[src/rtl/op_result_unpacker.sv]
// Splits packed ALU result words into tag/data/zero fields and buffers them in a
// small ready/valid FIFO. It also keeps a saturating count of shift-class results.
module op_result_unpacker #(
  parameter int DEPTH = 4,
  parameter int CNT_W = 8
) (
  input  logic                    clk,
  input  logic                    reset,
  input  logic                    in_valid,
  input  logic [11:0]             in_word,
  output logic                    in_ready,
  output logic                    out_valid,
  input  logic                    out_ready,
  output logic [1:0]              out_tag,
  output logic [5:0]              out_data,
  output logic                    out_zero,
  output logic [CNT_W-1:0]        shift_cnt,
  output logic [$clog2(DEPTH):0]  level
);

  localparam int AW = $clog2(DEPTH);
  localparam int LW = AW + 1;
  localparam logic [LW-1:0] FULL_LEVEL = LW'(DEPTH);

  typedef struct packed {
    logic [1:0] tag;
    logic [5:0] data;
    logic       zero;
  } entry_t;

  entry_t          mem [DEPTH];
  entry_t          in_entry;
  entry_t          head_q;
  entry_t          head_next;
  logic [AW-1:0]   wr_ptr;
  logic [AW-1:0]   rd_ptr;
  logic [AW-1:0]   rd_next;
  logic [LW-1:0]   level_q;
  logic [LW-1:0]   remain;
  logic [LW-1:0]   level_next;
  logic            push;
  logic            pop;
  logic            unused_mid;

  // Bits [9:6] of the packed word carry nothing for this block.
  assign unused_mid = ^in_word[9:6];

  assign in_ready  = (level_q < FULL_LEVEL);
  assign out_valid = (level_q != '0);
  assign push      = in_valid & in_ready;
  assign pop       = out_valid & out_ready;

  always_comb begin
    in_entry.tag  = in_word[11:10];
    in_entry.data = in_word[5:0];
    in_entry.zero = (in_word[5:0] == 6'd0);
  end

  // The head is registered so it can hold its last value once the buffer drains.
  // If old entries survive the pop, the new head is read from memory. Otherwise
  // the incoming word becomes the head.
  always_comb begin
    rd_next    = rd_ptr + AW'(pop);
    remain     = level_q - LW'(pop);
    level_next = remain + LW'(push);
    head_next  = head_q;
    if (remain != '0) begin
      head_next = mem[rd_next];
    end else if (push) begin
      head_next = in_entry;
    end
  end

  always_ff @(posedge clk) begin
    if (!reset && push) begin
      mem[wr_ptr] <= in_entry;
    end
  end

  always_ff @(posedge clk) begin
    if (reset) begin
      wr_ptr    <= '0;
      rd_ptr    <= '0;
      level_q   <= '0;
      head_q    <= '0;
      shift_cnt <= '0;
    end else begin
      if (push) begin
        wr_ptr <= wr_ptr + AW'(1);
      end
      rd_ptr  <= rd_next;
      level_q <= level_next;
      head_q  <= head_next;
      if (push && (in_word[11:10] == 2'b01) && (shift_cnt != '1)) begin
        shift_cnt <= shift_cnt + CNT_W'(1);
      end
    end
  end

  assign out_tag  = head_q.tag;
  assign out_data = head_q.data;
  assign out_zero = head_q.zero;
  assign level    = level_q;

endmodule

[config.mk]
export PLATFORM = sky130hd
export DESIGN_NAME = op_result_unpacker
export DESIGN_NICKNAME = d
export VERILOG_FILES = /design/src/rtl/op_result_unpacker.sv
export SDC_FILE = /design/constraint.sdc
export NUM_CORES = 1
export LEC_CHECK = 0
export ABC_AREA = 0
export BUFFER_PORTS_ARGS = -buffer_cell sky130_fd_sc_hd__buf_2
export CAP_MARGIN = 20
export CELL_PAD_IN_SITES_DETAIL_PLACEMENT = 1
export CELL_PAD_IN_SITES_GLOBAL_PLACEMENT = 2
export CORE_MARGIN = 5
export CORE_UTILIZATION = 38
export DETAILED_ROUTE_END_ITERATION = 12
export PLACE_DENSITY = 0.76
export SYNTH_ARGS = -nofsm -noshare
export SYNTH_HDL_FRONTEND = slang
export SYNTH_SLANG_ARGS = --single-unit
export TNS_END_PERCENT = 5
[constraint.sdc]
create_clock -name clk -period 2.4 [get_ports clk]
set_input_delay 0.36 -clock clk [delete_from_list [all_inputs] [get_ports clk]]
set_output_delay 0.36 -clock clk [all_outputs]
set_load 0.005 [all_outputs]
# Yosys cells after proc, flatten, opt, wreduce, memory -nomap -nowiden
# Memories as Yosys holds them, arrays and structs flattened.
# Cells that the tools add are included.
# Widths: inputs -> output; s select.
[classes] n_addsub=5 magnitude_cmp=1 eq_ne=2 mux=4 bitwise=2 reduce_logical=8
[ops] operator="$mux 9" count=2
[ops] operator="$add 8x1->8 const B" count=1
[ops] operator="$ne 8x8->1 const B" count=1
[ops] operator="$logic_not 6->1" count=1
[ops] operator="$reduce_bool 3->1" count=2
[ops] operator="$add 3x1->3" count=1
[ops] operator="$logic_and 1x1->1" count=3
[ops] operator="$lt 3x3->1 const B" count=1
[ops] operator="$sub 3x1->3" count=1
[ops] operator="$add 2x1->2" count=1
[ops] operator="$add 2x1->2 const B" count=1
[ops] operator="$and 1x1->1" count=2
[ops] operator="$eq 2x1->1 const B" count=1
[ops] operator="$mux 1" count=2
[ops] operator="$reduce_bool 2->1" count=1
[ops] operator="$logic_not 1->1" count=1
[totals] register_bits=24 ram_bits=36 input_bits=16 output_inout_bits=22 n_memories=1
[memory_table] memory="mem" words=4 word_bits=9 read_ports=1 rd_clocked_by_memory_dff=0 wr=1 line="31" rtl="entry_t mem [DEPTH];"

# Longest topological paths before layout
[logic_depth] depth_word=5 ltp_mapped=10 depth_no_buf=9

# Least setup slack after synthesis
# No wires, ideal clock.
[synth_path] path_kind="flip-flop to flip-flop" from="reg level_q[2] (netlist: level[2])" to="reg head_q (netlist bit out_data[4])" setup_ns=0.074 arrival_time_ns=2.060 path_slack_ns=0.266 path_stages_with_launch=11 n_path_buf=1 cell_sequence="dfxtp_1 > inv_1 > nand3_1 > and2_1 > ha_1 > ha_1 > and2_1 > and2_1 > clkbuf_1 > a221o_1 > a31oi_1"
[synth_lines] item="start, declared" line="38" rtl="logic [LW-1:0] level_q;"
[synth_lines] item="start signal, assigned" line="92" rtl="level_q <= level_next;"
[synth_lines] item="$lt 3x3->1" line="48" rtl="assign in_ready = (level_q < FULL_LEVEL);"
[synth_lines] item="via in_ready" line="11" rtl="output logic in_ready,"
[synth_lines] item="$and 1x1->1" line="50" rtl="assign push = in_valid & in_ready;"
[synth_lines] item="$reduce_bool 2->1 (no source line)"
[synth_lines] item="end signal, assigned" line="93" rtl="head_q <= head_next;"
[synth_lines] item="end, declared" line="33" rtl="entry_t head_q;"
# The timed path passes the listed nets, and every way through them passes these cells.
# A chain may end at the register's enable or synchronous reset.

# Final worst setup path
[layout_path] from="reg level_q[2] (netlist: level[2])" to="reg head_q (netlist bit out_tag[1])"
[layout_between] elab_chain_len=5
[layout_lines] item="$reduce_bool 3->1" line="49" rtl="assign out_valid = (level_q != '0);"
[layout_lines] item="$and 1x1->1" line="51" rtl="assign pop = out_valid & out_ready;"
[layout_lines] item="$add 2x1->2 or $sub 3x1->3 (tied branches)" line="63, 64"
[layout_lines] item="$mem_v2 4x9 or $reduce_bool 3->1 (tied branches)"
[layout_lines] item="$mux 9 or $reduce_bool 2->1 (tied branches)"
# Several ways; a longest one is shown, not always the timed one.

==> flow_summary.yaml <==
power_and_ir_drop:
  p_leak_uw: 0.001205
  power_frac_comb: 0.319
  ir_drop_uv: 311.8
  pwr-share-seq: 0.405
  p_int_uw: 2186
  p_per_area_nw_per_um2: 1063
  clkPwrFrac: 0.276
  p_sw_uw: 1023
  p_sw_frac: 0.3188
yosys:
  synth_fp_nets: 222
  synth-compound-area-share: 0.08077
  synth_seq_cells: 60
  yosys.cell_types.count: 30
  synth.area.mux_share: 0.07929
  syn_area_sq_um: 2525
  ys_seq_area_frac: 0.6184
  syn_inst: 196
  yosys_warnings: 0
  synth_flop_cell: "edfxtp_1"
  synthXorXnorAreaFrac: 0.04212
  synth_top_family_by_area: "simple AND/OR/NAND/NOR gates"
  async_flop_share: 0
  synth_edf_count: 36
  yosys.area_share.simple: 0.1041
  avgSynthCellArea_sq_um: 12.88
  synthAdderAreaFrac: 0.04955
floorplan:
  row_count: 29
  dieWidth_um: 91.52
  ios: 38
  die_h_um: 91.52
  initial_core_util: 0.3931
  die-area_sq_um: 8375
  coreArea_sq_um: 6422
clock_tree:
  cts_setup_buffers: 0
  h-tree-depth: 3
  cts.reportedPaths.clkPinSlew_ns: 0.07
  hold_buffers: 0
  numCtsBuffers: 9
  clk_latency_ns: 0.33
  cts_tree: "built"
  clockBufferDepth: 2
  cts_resized: 0
  clkSinkCount: 60
  root_buffer: "clkbuf_8"
global_routing:
  first_global_vias: 1854
  grt_max_degree: 25
  grt_pass1_wl_um: 9308
  grt_antenna_before_repair: 0
  overflow: 0
  track_usage: 0.1469
layout:
  area_delta_synth_final_pct: 19.62
  diodes: 0
  fillers: 699
  final_util: 0.4703
  final_cell_mix: "36 x edfxtp_1, 33 x buf_2, 24 x dfxtp_1"
  nets: 268
  layout-drive-gt1-share: 0.2389
  final_common_cell: "edfxtp_1"
hold_path:
  holdCritPathClass: "in2reg"
  min_from: "in_word[11]"
  hold_depth: 1
  hold_end: "mem[0][8]"
critical_path:
  path_max_fanout: 9
  reg2reg_from: "level[2]"
  cp-start-kind: "register"
  endpoint_kind: "register"
  crit_type: "reg2reg"
  worstRegToRegCells: 10
  reg2reg_to: "out_tag[1]"
  rrSetupSlack_ns: 0.15
  worst-endpoint-required_ns: 2.66
  cp_data_arrival_time_ns: 2.51
run_status:
  outcome: "finished, final reports clean"
drt:
  remaining_drc_errors: 0
  antenna_left: 0
  drt_iter0_drc: 52
  drt_first_pass_iters: 4
  dr_total_vias: 1685
  wirelength_um: 5653
  viasPerCell: 5.201
  post_drt_wl_per_cell_um: 17.45
sta:
  setup_viol: 0
  rsz0062_at_grt: "false"
  clock_skew_ns: 0.01097
  min_period_over_period: 0.9380
  setup-tns-final_ns: 0
  fin_ws_ns: 0.1489
  max_freq_mhz: 444.2
  slew_violations: 0
  tightest_slew_ns: 0.5351
  min_period_ns: 2.251
  max_slew_margin: 0.6433
  final_hold_viol_count: 0
job:
  drv_cap: 0
placement:
  post-place-ws_ns: 0.09312
  place_hpwl_um: 3741
  io_buffers: 33
  gp_congestion: 0.7432
how the worst max path moves through the flow:
stage,cells after the start,to,startpoint
floorplan,10,out_data[4],level[2]
global placement,10,out_tag[1],level[2]
detailed placement,10,out_data[5],level[2]
CTS,10,out_data[5],level[2]
global route,10,out_data[2],level[2]
finish,10,out_tag[1],level[2]
cell type report:
| cell class | instances | area (sq um) | share of cell area |
|---|---|---|---|
| Clock buffer | 11 | 141.4 | 0.04681 |
| Clock inverter | 5 | 51.30 | 0.01698 |
| Inverter | 9 | 33.78 | 0.01118 |
| Multi-Input combinational cell | 122 | 905.9 | 0.2999 |
| Sequential cell | 60 | 1562 | 0.5170 |
| Tap cell | 77 | 96.34 | 0.03190 |
| Timing Repair Buffer | 40 | 230.2 | 0.07622 |
per-stage QoR:
| stage | instance area, sq um | cells | power [uW] | hold WS (ns) |
|---|---|---|---|---|
| 2_1_floorplan | 2525 | 196 | 1926 | 0.4589 |
| 3_3_place_gp | 2820 | 308 | 2323 | 0.4889 |
| 3_5_place_dp | 2820 | 308 | 2359 | 0.5008 |
| 4_1_cts | 3013 | 324 | 3251 | 0.2529 |
| 5_1_grt | 3020 | 324 | 3415 | 0.2624 |
| 6_report | 3020 | 324 | 3209 | 0.2695 |
critical path, cell delays in order (launching register included):
cell and delay (ns):
dfxtp_1 0.37, inv_2 0.09, nand3_1 0.07, and2_1 0.19, ha_1 0.19, ha_1 0.28
and2_1 0.17, and2_1 0.16, buf_4 0.18, a221o_1 0.33, a31oi_1 0.16
power groups by stage:
| stage | sequential, uW | combinational, uW | clock (uW) |
|---|---|---|---|
| 2_1_floorplan | 1320 | 606 | 0 |
| 3_3_place_gp | 1320 | 1010 | 0 |
| 3_5_place_dp | 1320 | 1040 | 0 |
| 4_1_cts | 1300 | 1040 | 912 |
| 5_1_grt | 1320 | 1140 | 960 |
| 6_report | 1300 | 1020 | 885 |
cells in the mapped netlist, types with 2 or more instances:
| library cell | n | area [sq um] |
|---|---|---|
| nand2_1 | 21 | 78.83 |
| inv_1 | 9 | 33.78 |
| xor2_1 | 6 | 52.55 |
| nand3_1 | 3 | 15.01 |
| a31oi_1 | 8 | 50.05 |
| a21oi_1 | 5 | 25.02 |
| mux2i_1 | 20 | 200.2 |
| xnor2_1 | 3 | 26.28 |
| or3_1 | 2 | 12.51 |
| o211ai_1 | 2 | 15.01 |
| dfxtp_1 | 24 | 480.5 |
| nor2_1 | 11 | 41.29 |
| o21ai_0 | 3 | 15.01 |
| edfxtp_1 | 36 | 1081 |
| nand4_1 | 2 | 12.51 |
| nor2b_1 | 2 | 12.51 |
| and2_1 | 7 | 43.79 |
| clkbuf_1 | 2 | 7.510 |
| a221o_1 | 9 | 90.09 |
| and3_1 | 2 | 12.51 |
| ha_1 | 10 | 125.1 |
per-layer routing:
| metal | track usage | up-vias | share of wire |
|---|---|---|---|
| li1 | - | 811 | - |
| met1 | 0.1709 | 832 | 0.45 |
| met2 | 0.2556 | 31 | 0.50 |
| met3 | 0.03388 | 11 | 0.027 |
| met4 | 0.06784 | 0 | 0.017 |
| met5 | 0 | - | 0 |
cell families after synthesis:
| family | Yosys count |
|---|---|
| flip-flops | 60 |
| AND/OR/NAND/NOR | 54 |
| AO/OA/AOI/OAI | 28 |
| multiplexers | 20 |
| buffers and inverters | 14 |
| XOR/XNOR | 10 |
| adder cells (fa/ha/maj) | 10 |
state kept, by name (all words and copies together) (netlist names):
signal     flops
level          3
mem           36
out_tag        2
rd_ptr         2
out_data       6
shift_cnt      8
wr_ptr         2
out_zero       1
No activity file was read; power rests on OpenSTA's default activity.
